$ cat src/rtl/tour_length_eval.sv
// Scores a closed TSP tour: Manhattan length over a snapshotted visit order,
// a permutation check, and a running best over valid tours since reset.
module tour_length_eval #(
  parameter int N  = 64,
  parameter int IW = 6,
  parameter int CW = 8,
  parameter int OW = 32
) (
  input  logic              clk,
  input  logic              rst,
  input  logic              start,
  input  logic [N*CW-1:0]   xs,
  input  logic [N*CW-1:0]   ys,
  input  logic [N*IW-1:0]   path,
  output logic              busy,
  output logic              done,
  output logic [OW-1:0]     length,
  output logic              perm_ok,
  output logic [OW-1:0]     best,
  output logic              best_upd,
  output logic [1:0]        state_dbg
);

  // Handshake: start is a request sampled only in IDLE (no ready, no queueing);
  // busy marks RUN and done is a one-cycle result strobe that replaces busy.
  typedef enum logic [1:0] {S_IDLE, S_RUN, S_DONE} state_t;

  localparam logic [IW-1:0] LAST = IW'(N - 1);

  state_t            state_q;
  logic [IW-1:0]     snap_q [N];
  logic [IW-1:0]     idx_q;
  logic [OW-1:0]     acc_q, acc_d;
  logic [N-1:0]      visited_q;
  logic              dup_q, dup_d;

  logic [IW-1:0]     a_idx, b_idx;
  logic [CW-1:0]     xa, xb, ya, yb, dx, dy;
  logic [CW:0]       leg;

  assign state_dbg = state_q;

  always_comb begin
    a_idx = snap_q[idx_q];
    b_idx = (idx_q == LAST) ? snap_q[0] : snap_q[idx_q + 1'b1];
    xa    = xs[int'(a_idx) * CW +: CW];
    xb    = xs[int'(b_idx) * CW +: CW];
    ya    = ys[int'(a_idx) * CW +: CW];
    yb    = ys[int'(b_idx) * CW +: CW];
    dx    = (xa >= xb) ? (xa - xb) : (xb - xa);
    dy    = (ya >= yb) ? (ya - yb) : (yb - ya);
    leg   = {1'b0, dx} + {1'b0, dy};
    acc_d = acc_q + OW'(leg);
    dup_d = dup_q | visited_q[a_idx];
  end

  always_ff @(posedge clk) begin
    if (rst) begin
      state_q   <= S_IDLE;
      busy      <= 1'b0;
      done      <= 1'b0;
      length    <= '0;
      perm_ok   <= 1'b0;
      best      <= '1;
      best_upd  <= 1'b0;
      idx_q     <= '0;
      acc_q     <= '0;
      visited_q <= '0;
      dup_q     <= 1'b0;
    end else begin
      case (state_q)
        S_IDLE: begin
          if (start) begin
            for (int i = 0; i < N; i++) snap_q[i] <= path[i*IW +: IW];
            idx_q     <= '0;
            acc_q     <= '0;
            visited_q <= '0;
            dup_q     <= 1'b0;
            busy      <= 1'b1;
            state_q   <= S_RUN;
          end
        end
        S_RUN: begin
          acc_q            <= acc_d;
          dup_q            <= dup_d;
          visited_q[a_idx] <= 1'b1;
          idx_q            <= idx_q + 1'b1;
          // Last leg: publish the result on the same edge busy falls.
          if (idx_q == LAST) begin
            state_q <= S_DONE;
            busy    <= 1'b0;
            done    <= 1'b1;
            length  <= acc_d;
            perm_ok <= !dup_d;
            if (!dup_d && (acc_d < best)) begin
              best     <= acc_d;
              best_upd <= 1'b1;
            end
          end
        end
        S_DONE: begin
          done     <= 1'b0;
          best_upd <= 1'b0;
          state_q  <= S_IDLE;
        end
        default: state_q <= S_IDLE;
      endcase
    end
  end

endmodule

$ cat config.mk
export PLATFORM = sky130hd
export DESIGN_NAME = tour_length_eval
export DESIGN_NICKNAME = d
export VERILOG_FILES = /design/src/rtl/tour_length_eval.sv
export SDC_FILE = /design/constraint.sdc
export NUM_CORES = 2
export LEC_CHECK = 0
export ABC_AREA = 1
export ABC_CLOCK_PERIOD_IN_PS = 30400
export CORE_AREA = 8 8 575 577
export DETAILED_ROUTE_END_ITERATION = 12
export DIE_AREA = 0 0 583 585
export PLACE_DENSITY = 0.41
export SETUP_SLACK_MARGIN = 0.3
export SYNTH_ARGS = -nofsm -noshare
export SYNTH_HDL_FRONTEND = slang
export SYNTH_SLANG_ARGS = --single-unit
$ cat constraint.sdc
create_clock -name clk -period 30.4 [get_ports clk]
set_input_delay 6.08 -clock clk [delete_from_list [all_inputs] [get_ports clk]]
set_output_delay 6.08 -clock clk [all_outputs]
set_load 0.02 [all_outputs]
# Word level (Yosys, flattened, before mapping)
# Memory sizes are Yosys's and may differ from the RTL's. A register that Yosys moved wholly into a read port is not among the register bits.
# Index checks and enable logic that the tools add are counted.
[classes]
addsub = 7
mux = 32
magnitude_cmp = 5
n_eq_ne = 6
reduce_logical = 13
bitwise_logic = 2
shifts = 4
[op_table]
columns = ["op", "n"]
rows = [
  ["512-bit by 10-bit variable part select with 8-bit output", 4],
  ["64-bit one-hot mux with 2 select lines", 1],
  ["64-bit 2-to-1 mux", 1],
  ["64-bit OR", 1],
  ["32-bit one-hot mux with 2 select lines", 1],
  ["32-bit by 9-bit adder with 32-bit output", 1],
  ["32-bit < comparator", 1],
  ["32-bit 2-to-1 mux", 1],
  ["8-bit subtractor", 4],
  ["6-bit 2-to-1 mux", 4],
  ["8-bit >= comparator", 2],
  ["8-bit 2-to-1 mux", 2],
  ["1-bit 2-to-1 mux", 12],
  ["6-bit one-hot mux with 2 select lines", 1],
  ["8-bit by 8-bit adder with 9-bit output", 1],
  ["3-bit AND reduction", 3],
  ["1-bit one-hot mux with 2 select lines", 4],
  ["2-bit AND reduction", 4],
  ["6-bit by 7-bit < comparator with 1-bit output, second input constant", 1],
  ["6-bit by 1-bit adder with 6-bit output, second input constant", 1],
  ["1-bit binary-select mux with 6-bit select", 1],
  ["1-bit demux with 6-bit select", 1],
  ["6-bit == test, second input constant", 1],
  ["6-bit by 1-bit >= comparator with 1-bit output, second input constant", 1],
  ["other kinds (10)", 15],
]
[word_totals]
output_inout_bits = 70
memories = 1
reg_bits = 173
ramBits = 384
word_cells = 81
[memory_table]
columns = ["name", "words", "word_bits", "read_ports", "rd_clocked_by_memory_dff", "write_ports", "line_no", "rtl"]
rows = [
  ["snap_q", 64, 6, 3, 1, 64, "31", "logic [IW-1:0] snap_q [N];"],
]

# Longest topological paths before layout
# An unclocked memory read counts as a cell.
[depth]
word_depth = 13
depth_mapped = 67
depth_no_buf = 63

# Worst setup path after synthesis
# No wires, ideal clock.
[synth_path]
kind = "input to register"
start = "input rst"
end = "memory snap_q[0][0] (enable)"
n_path_buf = 1
required_ps = 29259
arrival_ps = 22240
path_stages = 2
path_slack_ps = 7019
path_cell_list = "clkbuf_1 -> nor2_1"
[synth_lines]
columns = ["element", "line_no", "rtl"]
rows = [
  ["start, declared", "10", "input logic rst,"],
  ["end, declared", "31", ""],
]

# Worst setup path after layout
[layout_path]
start = "register idx_q[0]"
end = "register best[24]"
[layout_via]
elab_chain_cells = 11
word_cells_on_any_way = 19
classes_between = "7 x add/sub; 3 x order compare; 1 x eq/ne; 2 x shift; 3 x mux; 2 x reduce/logical; 1 x memory"
[layout_rtl]
columns = ["element", "line_no", "rtl"]
rows = [
  ["start, declared", "32", "logic [IW-1:0] idx_q;"],
  ["start signal, assigned", "87", "idx_q <= idx_q + 1'b1;"],
  ["6-bit by 1-bit adder with 6-bit output", "45", "b_idx = (idx_q == LAST) ? snap_q[0] : snap_q[idx_q + 1'b1];"],
  ["memory 64 x 6 bit", "--", ""],
  ["6-bit 2-to-1 mux (*)", "45", ""],
  ["512-bit by 10-bit variable part select with 8-bit output (on tied branches)", "47, 49", ""],
  ["8-bit subtractor (tied with other cells)", "50", "dx = (xa >= xb) ? (xa - xb) : (xb - xa);"],
  ["8-bit 2-to-1 mux (on tied branches)", "50, 51", ""],
  ["8-bit by 8-bit adder with 9-bit output (*)", "52", "leg = {1'b0, dx} + {1'b0, dy};"],
  ["32-bit by 9-bit adder with 32-bit output (*)", "53", "acc_d = acc_q + OW'(leg);"],
  ["net acc_d[24]", "33", "logic [OW-1:0] acc_q, acc_d;"],
  ["32-bit < comparator", "95", "if (!dup_d && (acc_d < best)) begin"],
  ["1-bit logical AND", "95", ""],
  ["3-bit AND reduction (no source line)", "--", ""],
  ["end signal, assigned", "64", "best <= '1;"],
  ["end signal, assigned", "96", "best <= acc_d;"],
  ["end, declared", "19", "output logic [OW-1:0] best,"],
]
# The timed path passes the listed nets; every way through them passes the cells marked *.
# A chain may end at the register's enable or synchronous reset.

==> flow_metrics.py <==
metrics = {
    "outcome": {
        "status": "finished clean",
    },
    "die": {
        "rows": 209,
        "die_y_um": 585,
        "coreArea_um2": 322000,
        "ios": 1481,
        "die_w_um": 583,
        "dieArea_um2": 341000,
        "initial_utilization_pct": 14.3,
    },
    "sta": {
        "setup_tns_ns": 0,
        "min_period_ns": 16.62,
        "slew_headroom_pct": 14.5,
        "max_freq_ghz": 0.0602,
        "worst_pin_slew_ns": 1.28,
        "hold_viol": 0,
        "rsz0062_at_grt": "false",
        "fin_skew_ns": 0.0293,
        "period_share_pct": 54.7,
        "whs_ns": 0.454,
        "finalMaxSlewViolations": 0,
        "setup_viol": 0,
    },
    "cts": {
        "clock-sinks": 563,
        "post_cts_buffers": 0,
        "cts_tree": "built",
        "cts_root_buffer": "clkbuf_16",
        "worstSkewPairLatency_ns": 0.67,
        "h-tree-depth": 3,
        "cts_hold_buf": 0,
        "cts_made_buffers": 68,
        "clock_path_buffers": 3,
        "post_cts_resized": 0,
        "clk_pin_slew_worst_paths_ns": 0.06,
    },
    "final_layout": {
        "fillers": 36416,
        "area_growth_pct": 46.2,
        "drive_above_1_share_pct": 3.82,
        "seqCellArea_um2": 15100,
        "num-nets-final": 9793,
        "postLayoutCellArea_um2": 67300,
        "multi_input_area_um2": 26900,
        "stdcell_count": 12788,
    },
    "critical_path": {
        "cpLargestDelayFamily": "simple AND/OR/NAND/NOR gates",
        "cp_num_cells": 64,
        "critPathRequiredTime_ns": 30.93,
        "start_kind": "flip-flop",
        "cpPeakStageDelay_ns": 0.77,
        "path_common_cell": "nand3_1",
        "r2r-start": "idx_q[0]",
        "critPathBufInv": 14,
        "crit_arrival_ns": 17.15,
        "cp-startpoint": "idx_q[0]",
        "r2r_cells": 64,
        "timing.critical_path.slowest_stage_cell": "buf_4",
        "crit_type": "flip-flop to flip-flop",
        "critPathMaxFanout": 74,
        "cp-end-kind": "flip-flop",
    },
    "synthesis": {
        "synth.distinct_cells": 49,
        "synth_seq_area_share_pct": 32.8,
        "netlist_area_um2": 46100,
        "yosys-top-cells-area": "edfxtp_1 (25%), nand2_1 (18%), nand3_1 (16%)",
        "synth_seq_cells": 563,
        "syn_nets": 8671,
        "async_flop_share_pct": 0,
        "synth_cells": 7177,
        "yosysWarnings": 0,
        "synth-edff-count": 384,
        "synth_top_area_share_pct": 25.0,
        "synth.most_common_cell": "nand2_1",
        "yosys.area.top_type": "edfxtp_1",
        "syn_avg_cell_area_um2": 6.42,
        "synth_common_cells": "nand2_1 (2230), nand3_1 (1498), nor2_1 (524)",
        "ys.flop_type": "edfxtp_1",
    },
    "placed_design": {
        "hpwl_mm": 294,
        "place_inst": 12554,
        "io_buffers": 1480,
        "dpl_cell_area_um2": 64900,
        "routabilityCongestion": 0.919,
    },
    "drt": {
        "final_antenna_net_count": 0,
        "drc": 0,
        "avgViaCountPerCell": 4.71,
        "drt_iter0_markers": 6097,
        "num_vias": 60216,
        "wl_per_cell_um": 29.9,
        "first_pass_iters": 8,
        "wl_mm": 382,
    },
    "power_and_ir_drop": {
        "power.density_nw_per_um2": 66.0,
        "p_int_mw": 2.15,
        "power.switching_mw": 2.29,
        "p_comb_share_pct": 62.2,
        "seqPwrFrac_pct": 19.7,
        "leakagePower_nw": 26.4,
        "netSwitchingFraction_pct": 51.5,
        "max-vdd-ir-drop_mv": 0.274,
        "clkPwrFrac_pct": 18.1,
    },
    "min_path": {
        "holdPathStages": 2,
        "hold_class": "flip-flop to flip-flop",
        "worstHoldStart": "visited_q[10]",
    },
    "global_routing": {
        "grt_pass1_vias": 58543,
        "grt_util_all_layers_pct": 21.0,
        "antenna_found_initial": 156,
        "overflow": 0,
        "grt_pass1_wl_mm": 506,
        "grt_max_degree": 170,
    },
    "flow_run": {
        "maxCapViolCount": 0,
    },
}
==> through the flow <==
stage	worst slack (ns)	utilization [%]	total power, mW
final	13.78	20.9	4.44
after global routing	12.40	20.9	4.74
after CTS	13.99	20.8	4.46
after detailed placement	13.44	20.2	3.63
after global placement	13.35	20.2	3.63
after floorplan	7.02	-	2.37
==> layout by cell type (no fill, tap or decap), drive strengths merged, types with 5 or more instances in the layout <==
cell	instances
nand3b	8
a22oi	17
nand2	2235
clkdlybuf4s50	1479
nand3	1501
o221ai	8
o211ai	55
clkinv	14
a21oi	290
xnor2	5
nor3	56
ha	70
nand4	66
xor2	27
fa	13
nor4	8
o21bai	5
edfxtp	384
diode	121
clkbuf	86
or2	18
dfxtp	179
inv	448
o22ai	426
buf	123
a221oi	13
nor2	535
o21ai	246
==> worst min-delay path: stages (launching register included) <==
cell and delay [ns]:
dfxtp_1 0.31, inv_1 0.05, a21oi_1 0.05
==> registers in the layout (all words and copies together) (netlist names), named ones only <==
register   count
snap_q       384
visited_q     64
best_upd       1
idx_q          6
busy           1
acc_q         32
length        32
state_dbg      2
best          32
dup_q          1
perm_ok        1
done           1
==> logic make-up (layout without fill, tap and decap cells) <==
group	after synthesis	after routing	synth area share, %
compound gates	1076	1076	13.5
buf+inv	992	2157	9.48
simple gates	4427	4427	41.0
fa+ha+maj	83	83	2.47
flops	563	563	32.8
other cells	0	121	0
xor+xnor	32	32	0.625
mux	4	4	0.0869
==> power by group through the flow <==
stage          registers, mW  logic (mW)  clock network [mW]
2_1_floorplan          0.891        1.48                   0
3_3_place_gp           0.892        2.74                   0
3_5_place_dp           0.892        2.74                   0
4_1_cts                0.876        2.76               0.829
5_1_grt                0.878        3.01               0.855
6_report               0.876        2.76               0.805
==> final timing paths <==
| path | end | slack (ns) |
|---|---|---|
| worst max-delay path | best[24] | 13.78 |
| worst min-delay path | visited_q[10] | 0.45 |
| worst max register to register | best[24] | 13.78 |
| worst min register to register | visited_q[10] | 0.45 |
==> layer usage <==
metal  wire length [um]  vias up  global-route usage, %  part of all wire, %
met4              24300       46                   12.0                  6.4
met5                292        -                      0                0.076
li1                   -    26880                      -                    -
met2             191000     3509                   37.7                   50
met3              26200      695                   3.86                  6.9
met1             141000    29086                   23.3                   37
==> cell type report <==
class,instances,share of cell area [%]
clock buffers,86,2.72
repair buffers,1602,23.5
multi-input cells,5622,39.9
flip-flops and latches,563,22.5
diodes,121,0.450
well taps,4325,8.04
inverters,442,2.52
clock inverters,27,0.377
No activity file was read; power rests on OpenSTA's default activity.
